$ cat config.mk
export PLATFORM = sky130hd
export DESIGN_NAME = safety_island_boot_ctrl
export DESIGN_NICKNAME = d
export VERILOG_FILES = /design/src/rtl/safety_island_boot_pkg.sv /design/src/rtl/safety_island_boot_reg_xfer.sv /design/src/rtl/safety_island_boot_ctrl.sv
export SDC_FILE = /design/constraint.sdc
export NUM_CORES = 1
export LEC_CHECK = 0
export CORE_MARGIN = 2
export CORE_UTILIZATION = 50
export DETAILED_ROUTE_END_ITERATION = 12
export PLACE_DENSITY = 0.82
export SYNTH_ARGS = -nofsm -noshare
export SYNTH_HDL_FRONTEND = slang
export SYNTH_SLANG_ARGS = --single-unit
$ cat constraint.sdc
create_clock -name clk_i -period 5.4 [get_ports clk_i]
set_input_delay 1.08 -clock clk_i [delete_from_list [all_inputs] [get_ports clk_i]]
set_output_delay 1.08 -clock clk_i [all_outputs]
set_load 0.05 [all_outputs]
$ cat src/rtl/safety_island_boot_pkg.sv
// safety_island_boot_pkg: shared states and register-map constants for the boot sequencer
package safety_island_boot_pkg;
  typedef enum logic [3:0] {
    S_IDLE, S_DELAY, S_WR_BOOTMODE, S_WR_ENTRY, S_WR_FETCH,
    S_POLL_WAIT, S_POLL_RD, S_DONE, S_ERROR
  } state_e;
  localparam logic [31:0] BOOT_MODE_ADDR = 32'h0000_00C8;
  localparam logic [31:0] ENTRY_ADDR = 32'h0000_0004;
  localparam logic [31:0] FETCH_EN_ADDR = 32'h0000_0008;
  localparam logic [31:0] EOC_ADDR = 32'h0000_00A0;
  localparam int EOC_BIT = 31;
  localparam logic [30:0] TIMEOUT_STATUS = 31'h7FFF_FFFF;
endpackage

$ cat src/rtl/safety_island_boot_reg_xfer.sv
// safety_island_boot_reg_xfer: single-transaction register-bus master with registered request
module safety_island_boot_reg_xfer #(
  parameter int AddrWidth = 32,
  parameter int DataWidth = 32
) (
  input  logic                 clk_i,
  input  logic                 rst_i,
  input  logic                 issue,
  input  logic [AddrWidth-1:0] addr,
  input  logic                 write,
  input  logic [DataWidth-1:0] wdata,
  output logic                 reg_req_o,
  output logic [AddrWidth-1:0] reg_addr_o,
  output logic                 reg_write_o,
  output logic [DataWidth-1:0] reg_wdata_o,
  output logic [3:0]           reg_wstrb_o,
  input  logic                 reg_ready_i,
  input  logic [DataWidth-1:0] reg_rdata_i,
  input  logic                 reg_error_i,
  output logic                 xfer_done,
  output logic [DataWidth-1:0] rdata,
  output logic                 error
);
  // a new issue on the completing edge wins, giving back-to-back transfers
  always_ff @(posedge clk_i) begin
    if (rst_i) begin
      reg_req_o   <= 1'b0;
      reg_addr_o  <= '0;
      reg_write_o <= 1'b0;
      reg_wdata_o <= '0;
      reg_wstrb_o <= 4'h0;
    end else if (issue) begin
      reg_req_o   <= 1'b1;
      reg_addr_o  <= addr;
      reg_write_o <= write;
      reg_wdata_o <= wdata;
      reg_wstrb_o <= 4'hF;
    end else if (reg_ready_i) begin
      reg_req_o   <= 1'b0;
    end
  end
  assign xfer_done = reg_req_o && reg_ready_i;
  assign rdata = reg_rdata_i;
  assign error = reg_error_i;
endmodule

$ cat src/rtl/safety_island_boot_ctrl.sv
// safety_island_boot_ctrl: boot sequencer writing bootmode/entry/fetch-enable then polling EOC
// Optional EOC polling timeout enabled by defining SAFETY_BOOT_TIMEOUT_EN.
module safety_island_boot_ctrl
  import safety_island_boot_pkg::*;
#(
  parameter int                   AddrWidth    = 32,
  parameter int                   DataWidth    = 32,
  parameter logic [AddrWidth-1:0] BootModeAddr = AddrWidth'(BOOT_MODE_ADDR),
  parameter logic [AddrWidth-1:0] EntryAddr    = AddrWidth'(ENTRY_ADDR),
  parameter logic [AddrWidth-1:0] FetchEnAddr  = AddrWidth'(FETCH_EN_ADDR),
  parameter logic [AddrWidth-1:0] EocAddr      = AddrWidth'(EOC_ADDR),
  parameter int                   StartDelay   = 1000,
  parameter int                   PollInterval = 64
`ifdef SAFETY_BOOT_TIMEOUT_EN
  , parameter logic [31:0]        TimeoutCycles = 32'd10_000_000
`endif
) (
  input  logic                 clk_i,
  input  logic                 rst_i,
  input  logic                 start_i,
  input  logic [DataWidth-1:0] bootmode_i,
  input  logic [DataWidth-1:0] entry_point_i,
  output logic                 reg_req_o,
  output logic [AddrWidth-1:0] reg_addr_o,
  output logic                 reg_write_o,
  output logic [DataWidth-1:0] reg_wdata_o,
  output logic [3:0]           reg_wstrb_o,
  input  logic                 reg_ready_i,
  input  logic [DataWidth-1:0] reg_rdata_i,
  input  logic                 reg_error_i,
  output logic                 busy_o,
  output logic                 done_o,
  output logic [30:0]          exit_status_o,
  output logic                 error_o
);
  localparam logic [31:0] DelayLast = 32'(StartDelay - 1);
  localparam logic [31:0] PollLast = 32'(PollInterval - 1);
  state_e state, next;
  logic [31:0] cnt;
  logic [DataWidth-1:0] bootmode_q, entry_q, iss_wdata, rdata;
  logic [AddrWidth-1:0] iss_addr;
  logic [30:0] status_q;
  logic issue, iss_write, xdone, xerr, start_cap, eoc_hit, to_err, timeout;
  safety_island_boot_reg_xfer #(.AddrWidth(AddrWidth), .DataWidth(DataWidth)) u_xfer (
    .clk_i(clk_i), .rst_i(rst_i), .issue(issue), .addr(iss_addr), .write(iss_write),
    .wdata(iss_wdata), .reg_req_o(reg_req_o), .reg_addr_o(reg_addr_o),
    .reg_write_o(reg_write_o), .reg_wdata_o(reg_wdata_o), .reg_wstrb_o(reg_wstrb_o),
    .reg_ready_i(reg_ready_i), .reg_rdata_i(reg_rdata_i), .reg_error_i(reg_error_i),
    .xfer_done(xdone), .rdata(rdata), .error(xerr)
  );
  assign start_cap = start_i && (state inside {S_IDLE, S_DONE, S_ERROR});
  assign eoc_hit = state == S_POLL_RD && xdone && !xerr && rdata[EOC_BIT];
  always_comb begin
    next = state;
    issue = 1'b0;
    iss_addr = EocAddr;
    iss_write = 1'b1;
    iss_wdata = DataWidth'(1);
    to_err = 1'b0;
    case (state)
      S_IDLE, S_DONE, S_ERROR: next = start_i ? S_DELAY : state;
      S_DELAY: if (cnt == DelayLast) begin
        next = S_WR_BOOTMODE;
        issue = 1'b1;
        iss_addr = BootModeAddr;
        iss_wdata = bootmode_q;
      end
      S_WR_BOOTMODE: if (xdone) begin
        next = xerr ? S_ERROR : S_WR_ENTRY;
        issue = !xerr;
        iss_addr = EntryAddr;
        iss_wdata = entry_q;
      end
      S_WR_ENTRY: if (xdone) begin
        next = xerr ? S_ERROR : S_WR_FETCH;
        issue = !xerr;
        iss_addr = FetchEnAddr;
      end
      S_WR_FETCH: if (xdone) next = xerr ? S_ERROR : S_POLL_WAIT;
      S_POLL_WAIT: if (timeout) begin
        next = S_ERROR;
        to_err = 1'b1;
      end else if (cnt == PollLast) begin
        next = S_POLL_RD;
        issue = 1'b1;
        iss_write = 1'b0;
        iss_wdata = '0;
      end
      S_POLL_RD: if (xdone) begin
        next = xerr ? S_ERROR : rdata[EOC_BIT] ? S_DONE : timeout ? S_ERROR : S_POLL_WAIT;
        to_err = !xerr && !rdata[EOC_BIT] && timeout;
      end
      default: next = S_IDLE;
    endcase
  end
  always_ff @(posedge clk_i) begin
    if (rst_i) begin
      state <= S_IDLE;
      cnt <= '0;
      bootmode_q <= '0;
      entry_q <= '0;
      status_q <= '0;
    end else begin
      state <= next;
      cnt <= (next != state) ? '0 : cnt + 32'd1;
      if (start_cap) begin
        bootmode_q <= bootmode_i;
        entry_q <= entry_point_i;
        status_q <= '0;
      end else if (to_err) status_q <= TIMEOUT_STATUS;
      else if (eoc_hit) status_q <= rdata[30:0];
    end
  end
`ifdef SAFETY_BOOT_TIMEOUT_EN
  logic [31:0] tcnt;
  logic tact;
  // free-runs from the first POLL_WAIT entry, holding once the limit is reached
  always_ff @(posedge clk_i) begin
    if (rst_i || start_cap) begin
      tcnt <= '0;
      tact <= 1'b0;
    end else if (state == S_POLL_WAIT || tact) begin
      tact <= 1'b1;
      if (!timeout) tcnt <= tcnt + 32'd1;
    end
  end
  assign timeout = tcnt == TimeoutCycles;
`else
  assign timeout = 1'b0;
`endif
  assign busy_o = !(state inside {S_IDLE, S_DONE, S_ERROR});
  assign done_o = state == S_DONE;
  assign error_o = state == S_ERROR;
  assign exit_status_o = status_q;
endmodule

==> reports/qor.txt, run 1 <==
Area after DPL - 0.00889 mm^2
Overflow left after global routing - 0
Post-route minimum period - 3670 ps
IO Port Bufs - 177
Cts repair resizes - 0
DRT antenna net count - 0
Fraction of registers with async set/reset - 0
Max stage delay on crit path - 910 ps
Top_reg_cell synth - dfxtp_1
Htree depth - 4
I/O Pins - 205
Initial antenna violation count - 0
PD cells - 286 mW/mm^2
Site Rows - 44
Clock buffer depth - 2
Final hold violation count - 0
FF+latch count, synth - 171
Critical Path Start Type - flop
Syn avg cell area - 8.73 um^2
Number of DRC markers in iteration 0 - 344
Pre-antenna DRT Iters - 4
Worst Path Arrival - 2590 ps
Crit path buffers/inverters - 1
Most common cell after layout, fill and taps aside - nand2_1
Cells on worst reg2reg path - 5
FILL cells - 1177
Synth warn - 0
Routability cong. - 0.904
Syn Inst Count - 831
Reg clk slew, reported paths - 60 ps
Initial Utilization - 0.505
Final Cycle Share - 0.680
Via count - 6329
Hold Buf Count CTS - 0
Clk sinks - 171
Max_slew headroom - 0.234
Leakage Power - 3.22 nW
Worst setup EP type - primary output
CTS tree - done
Drt drc - 0
First-pass GRT wire length - 28.7 mm
Aggregate routed wire length - 17.7 mm
Fmax - 272 MHz
# setup viols final - 0
Die W - 124 um
Area Growth Syn to Fin - 30.4%
Vias in the first global route - 5814
Largest net degree at the start of global routing - 80
Slew at the pin closest to its max-slew limit - 1150 ps
Setup bufs post-CTS - 0
Antenna diode instance count - 0
Worst Setup Path Type - reg2out
Crit path max-delay family - buffers and inverters
Final Instance Area - 0.00945 mm^2
Worst Skew - 12.6 ps
Hold Path Depth - 2
RSZ-0062 raised after global routing - false
CP cell instances - and4b_1, nor2_1, clkdlybuf4s50_1
Seq/Total Area, Yosys - 0.472
Final net count - 1071
Share of cells above drive strength 1 - 0.0796
CP required - 4320 ps
Max cap viols - 0
Drt wl/cell - 15.2 um
TNS Setup - 0 ps
Worst-Skew Late Latency - 420 ps
Die height - 124 um
Core footprint - 0.0144 mm^2
Vias per cell - 5.44
Root buf cell - clkbuf_16
Die Area - 0.0155 mm^2
HP Class - reg2reg
WHS - 452 ps
Crit-path slowest cell - clkdlybuf4s50_1
CP max FO - 17
Syn Std Cell Area - 0.00725 mm^2
Final Max Tran Viols - 0
TritonCTS buffer count - 17
Status - completed
Critical path depth in cells - 3
Number of synthesized flops with an enable pin - 0
Hpwl dp - 11.5 mm
Synth cell types - 53
Most frequent cells in the layout - nand2_1 (205), clkdlybuf4s50_1 (176), dfxtp_1 (171)
Total track usage - 0.226
VDD IR max - 209 uV
worst paths after layout:
| path | startpoint | end | slack [ps] |
|---|---|---|---|
| hold / removal | exit_status_o[28] | exit_status_o[28] | 450 |
| setup / recovery | state[3] | busy_o | 1730 |
| setup reg to reg | state[2] | cnt[13] | 2670 |
| hold reg to reg | exit_status_o[28] | exit_status_o[28] | 450 |
cells in the mapped netlist (all sizes together) (2+ instances only):
cell,n,area (um^2)
a21oi,103,515
o2bb2ai,31,459
xor2,20,175
nand2,205,769
a31oi,3,18.8
nand3b,2,15.0
and4b,2,20.0
o211ai,2,28.8
nor2b,4,25.0
nand4,17,106
inv,3,11.3
a22oi,31,233
clkbuf,32,121
buf,60,429
o21ai,6,30.0
a211oi,3,35.0
nor4,13,87.6
xnor2,10,87.6
dfxtp,171,3420
and3b,2,17.5
nand2b,4,25.0
and2,5,31.3
and3,7,43.8
nand3,14,70.1
nor2,16,60.1
nor3,43,225
and4,5,43.8
kinds of logic after synthesis:
group,synth area share
simple gates,0.223
compound gates,0.189
flops,0.472
buf+inv,0.0775
xor+xnor,0.0362
fa+ha+maj,0.00173
other cells,0.000517
worst register-to-register path, delay by kind of cell, from the launching register on:
kind	cells	cell delay (ps)
AO/OA/AOI/OAI	2	1190
flip-flops	1	590
AND/OR/NAND/NOR	3	790
where the power goes:
group / internal [W] / total, W / leakage (nW) / switching, W
combinational: 0.0000934 / 0.000225 / 1.55 / 0.000132
sequential: 0.00129 / 0.00131 / 1.39 / 0.0000179
clock: 0.000663 / 0.00117 / 0.282 / 0.000504
total: 0.00205 / 0.00270 / 3.22 / 0.000654
area by class of cell:
class | count | area (um^2) | share of cell area
Clock buffer | 19 | 453 | 0.0479
Inverter | 3 | 11.3 | 0.00119
Timing Repair Buffer | 185 | 1830 | 0.193
Clock inverter | 11 | 113 | 0.0119
Multi-Input combinational cell | 591 | 3390 | 0.359
Sequential cell | 171 | 3420 | 0.362
Tap cell | 184 | 230 | 0.0244
routing by layer:
| metal | vias to the layer above | global-route usage | part of all wire |
|---|---|---|---|
| li1 | 3105 | - | - |
| met1 | 2924 | 0.292 | 0.43 |
| met2 | 252 | 0.352 | 0.46 |
| met3 | 48 | 0.0644 | 0.077 |
| met4 | 0 | 0.102 | 0.033 |
| met5 | - | 0 | 0 |
flip-flops by register name (all words and copies together) (netlist names):
name,flops
u_xfer.reg_write_o,1
u_xfer.reg_wdata_o,32
bootmode_q,32
u_xfer.reg_addr_o,5
cnt,32
u_xfer.reg_req_o,1
exit_status_o,31
u_xfer.reg_wstrb_o,1
state,4
entry_q,32
per-stage QoR:
step                      total power [W]  setup WS, ps  std cells  utilization
after detailed placement          0.00156          1530       1134        0.618
after CTS                         0.00272          1740       1164        0.658
final                             0.00270          1730       1164        0.658
after global placement            0.00156          1610       1134        0.618
after global routing              0.00280          1660       1164        0.658
after floorplan                   0.00148          2690        857            -
(Power assumes the default switching activity.)
==> inputs of run 2 (changes only) <==
- CORE_UTILIZATION: 50 -> 48
- PLACE_DENSITY: 0.82 -> 0.79
- clock period: 5.4 -> 3.7 ns (I/O delays scaled with it)
==> run 2 against run 1 <==
  * Setup slack got worse by 1300 ps
  * Clock power rose by 54%
  * Critical path depth did not move
  * Largest cell class unchanged
  * Flip-flop and latch count did not move
  * Hold slack barely moved
  * Via count fell by 0.73%
  * First-iteration DRC count rose by 26%
  * Clock skew fell by 2.3 ps
  * Sequential power rose by 46%
  * Combinational power rose by 48%
  * Routed wire length barely moved
==> reports/qor.txt, run 2 (synthesized netlist as in run 1, its figures left out) <==
Share of cells above drive strength 1 - 0.0842 (was 0.0796)
Worst Skew - 10.4 ps (was 12.6 ps)
Met1 Use GR - 0.280 (was 0.292)
Final Instance Area - 0.00954 mm^2 (was 0.00945 mm^2)
VDD IR max - 345 uV (was 209 uV)
Initial Utilization - 0.495 (was 0.505)
Aggregate routed wire length - 17.7 mm (about the same)
Total power - 0.00404 W (was 0.00270 W)
M2 GR Usage - 0.349 (was 0.352)
Routability cong. - 0.874 (was 0.904)
Total track usage - 0.218 (was 0.226)
Cts repair resizes - 0 (unchanged)
CP max FO - 17 (unchanged)
Clk sinks - 171 (unchanged)
Final Cycle Share - 0.887
Initial antenna violation count - 0 (unchanged)
CP cell instances - and4b_1, nor2_1, clkdlybuf4s50_1 (unchanged)
PD cells - 424 mW/mm^2 (was 286 mW/mm^2)
Status - completed (unchanged)
Final Max Tran Viols - 0 (unchanged)
Drt wl/cell - 15.1 um (was 15.2 um)
Die height - 127 um (was 124 um)
Drt drc - 0 (unchanged)
Max_slew headroom - 0.391 (was 0.234)
CTS tree - done (unchanged)
Crit-path slowest cell - clkdlybuf4s50_1 (unchanged)
Most frequent cells in the layout - nand2_1 (205), clkdlybuf4s50_1 (176), dfxtp_1 (171) (unchanged)
Fmax - 305 MHz
Via count - 6283 (was 6329)
Vias per cell - 5.37 (was 5.44)
Site Rows - 44 (unchanged)
Hpwl dp - 12.0 mm (was 11.5 mm)
Worst-Skew Late Latency - 430 ps (was 420 ps)
Antenna diode instance count - 0 (unchanged)
TritonCTS buffer count - 17 (unchanged)
Die Area - 0.0161 mm^2 (was 0.0155 mm^2)
Hold Buf Count CTS - 0 (unchanged)
Setup bufs post-CTS - 0 (unchanged)
Max stage delay on crit path - 900 ps (was 910 ps)
GRT Max-Usage Layer - met2 (unchanged)
RSZ-0062 raised after global routing - false (unchanged)
Root buf cell - clkbuf_16 (unchanged)
Area Growth Syn to Fin - 31.6% (was 30.4%)
Post-route minimum period - 3280 ps
Met3 Use GR - 0.0628 (was 0.0644)
Overflow left after global routing - 0 (unchanged)
I/O Pins - 205 (unchanged)
HP Class - reg2reg (unchanged)
Area after DPL - 0.00894 mm^2 (was 0.00889 mm^2)
Worst setup EP type - primary output (unchanged)
Largest net degree at the start of global routing - 59 (was 80)
Worst Setup Path Type - reg2out (unchanged)
First-pass GRT wire length - 28.4 mm (was 28.7 mm)
DRT antenna net count - 0 (unchanged)
Htree depth - 4 (unchanged)
Most common cell after layout, fill and taps aside - nand2_1 (unchanged)
Leakage Power - 3.26 nW (was 3.22 nW)
Pre-antenna DRT Iters - 4 (unchanged)
# setup viols final - 0 (unchanged)
Final core utilization - 0.652 (was 0.658)
Die W - 127 um (was 124 um)
Final net count - 1075 (was 1071)
Number of DRC markers in iteration 0 - 434 (was 344)
Vias in the first global route - 5715 (was 5814)
Reg clk slew, reported paths - 70 ps (was 60 ps)
Slew at the pin closest to its max-slew limit - 909 ps (was 1150 ps)
Final hold violation count - 0 (unchanged)
IO Port Bufs - 177 (unchanged)
Critical Path Start Type - flop (unchanged)
CP required - 2960 ps (was 4320 ps)
Max cap viols - 0 (unchanged)
TNS Setup - 0 ps (unchanged)
Worst Path Arrival - 2540 ps (was 2590 ps)
Clock buffer depth - 2 (unchanged)
Core footprint - 0.0146 mm^2 (was 0.0144 mm^2)
-- run 2: cell types whose count changed in the layout (fill, tap and decap cells not counted), sizes merged --
cell,previous run,this run
buf,9,13
clkinv,6,4
clkinvlp,0,2
bufinv,1,2
inv,7,8
-- run 2: area by class of cell --
| cell class | instances | area, um^2 |
|---|---|---|
| clock buffer | 19 | 443 |
| clock inverter | 13 | 159 |
| fill | 1177 | 5100 |
| inverter | 3 | 11.3 |
| multi-input combinational | 591 | 3390 |
| sequential | 171 | 3420 |
| tap | 184 | 230 |
| timing repair buffer | 189 | 1880 |
-- run 2: critical path, delay by kind of cell, from the launching register on --
family | cells | cell delay (ps)
buffers and inverters | 1 | 900
DFF | 1 | 640
and+or+nand+nor | 2 | 570
-- run 2: report_power, final --
| part | switching, W | internal (W) | leakage (nW) | total [W] |
|---|---|---|---|---|
| clock | 0.000764 | 0.00103 | 0.291 | 0.00180 |
| combinational | 0.000192 | 0.000140 | 1.58 | 0.000332 |
| sequential | 0.0000264 | 0.00189 | 1.39 | 0.00191 |
| total | 0.000983 | 0.00306 | 3.26 | 0.00404 |
-- run 2: per-layer routing --
metal	wire length, um	part of all wire
met1	7760	0.44
met3	1460	0.082
met5	0	0
met4	325	0.018
met2	8180	0.46
-- run 2: path summary, 6_finish.rpt --
kind	from	endpoint	slack (ps)	depth (start not counted)
min reg2reg	exit_status_o[0]	exit_status_o[0]	450	2
max reg2reg	state[2]	cnt[1]	1040	5
max	state[3]	busy_o	420	3
min	exit_status_o[0]	exit_status_o[0]	450	2
-- run 2: stage by stage --
stage / hold WS (ps) / setup WS [ps] / std cells
after global placement: 441 / 712 / 1138
after global routing: 466 / 287 / 1170
after detailed placement: 446 / 597 / 1138
after CTS: 455 / 413 / 1170
after floorplan: 436 / 1330 / 857
final: 453 / 418 / 1170
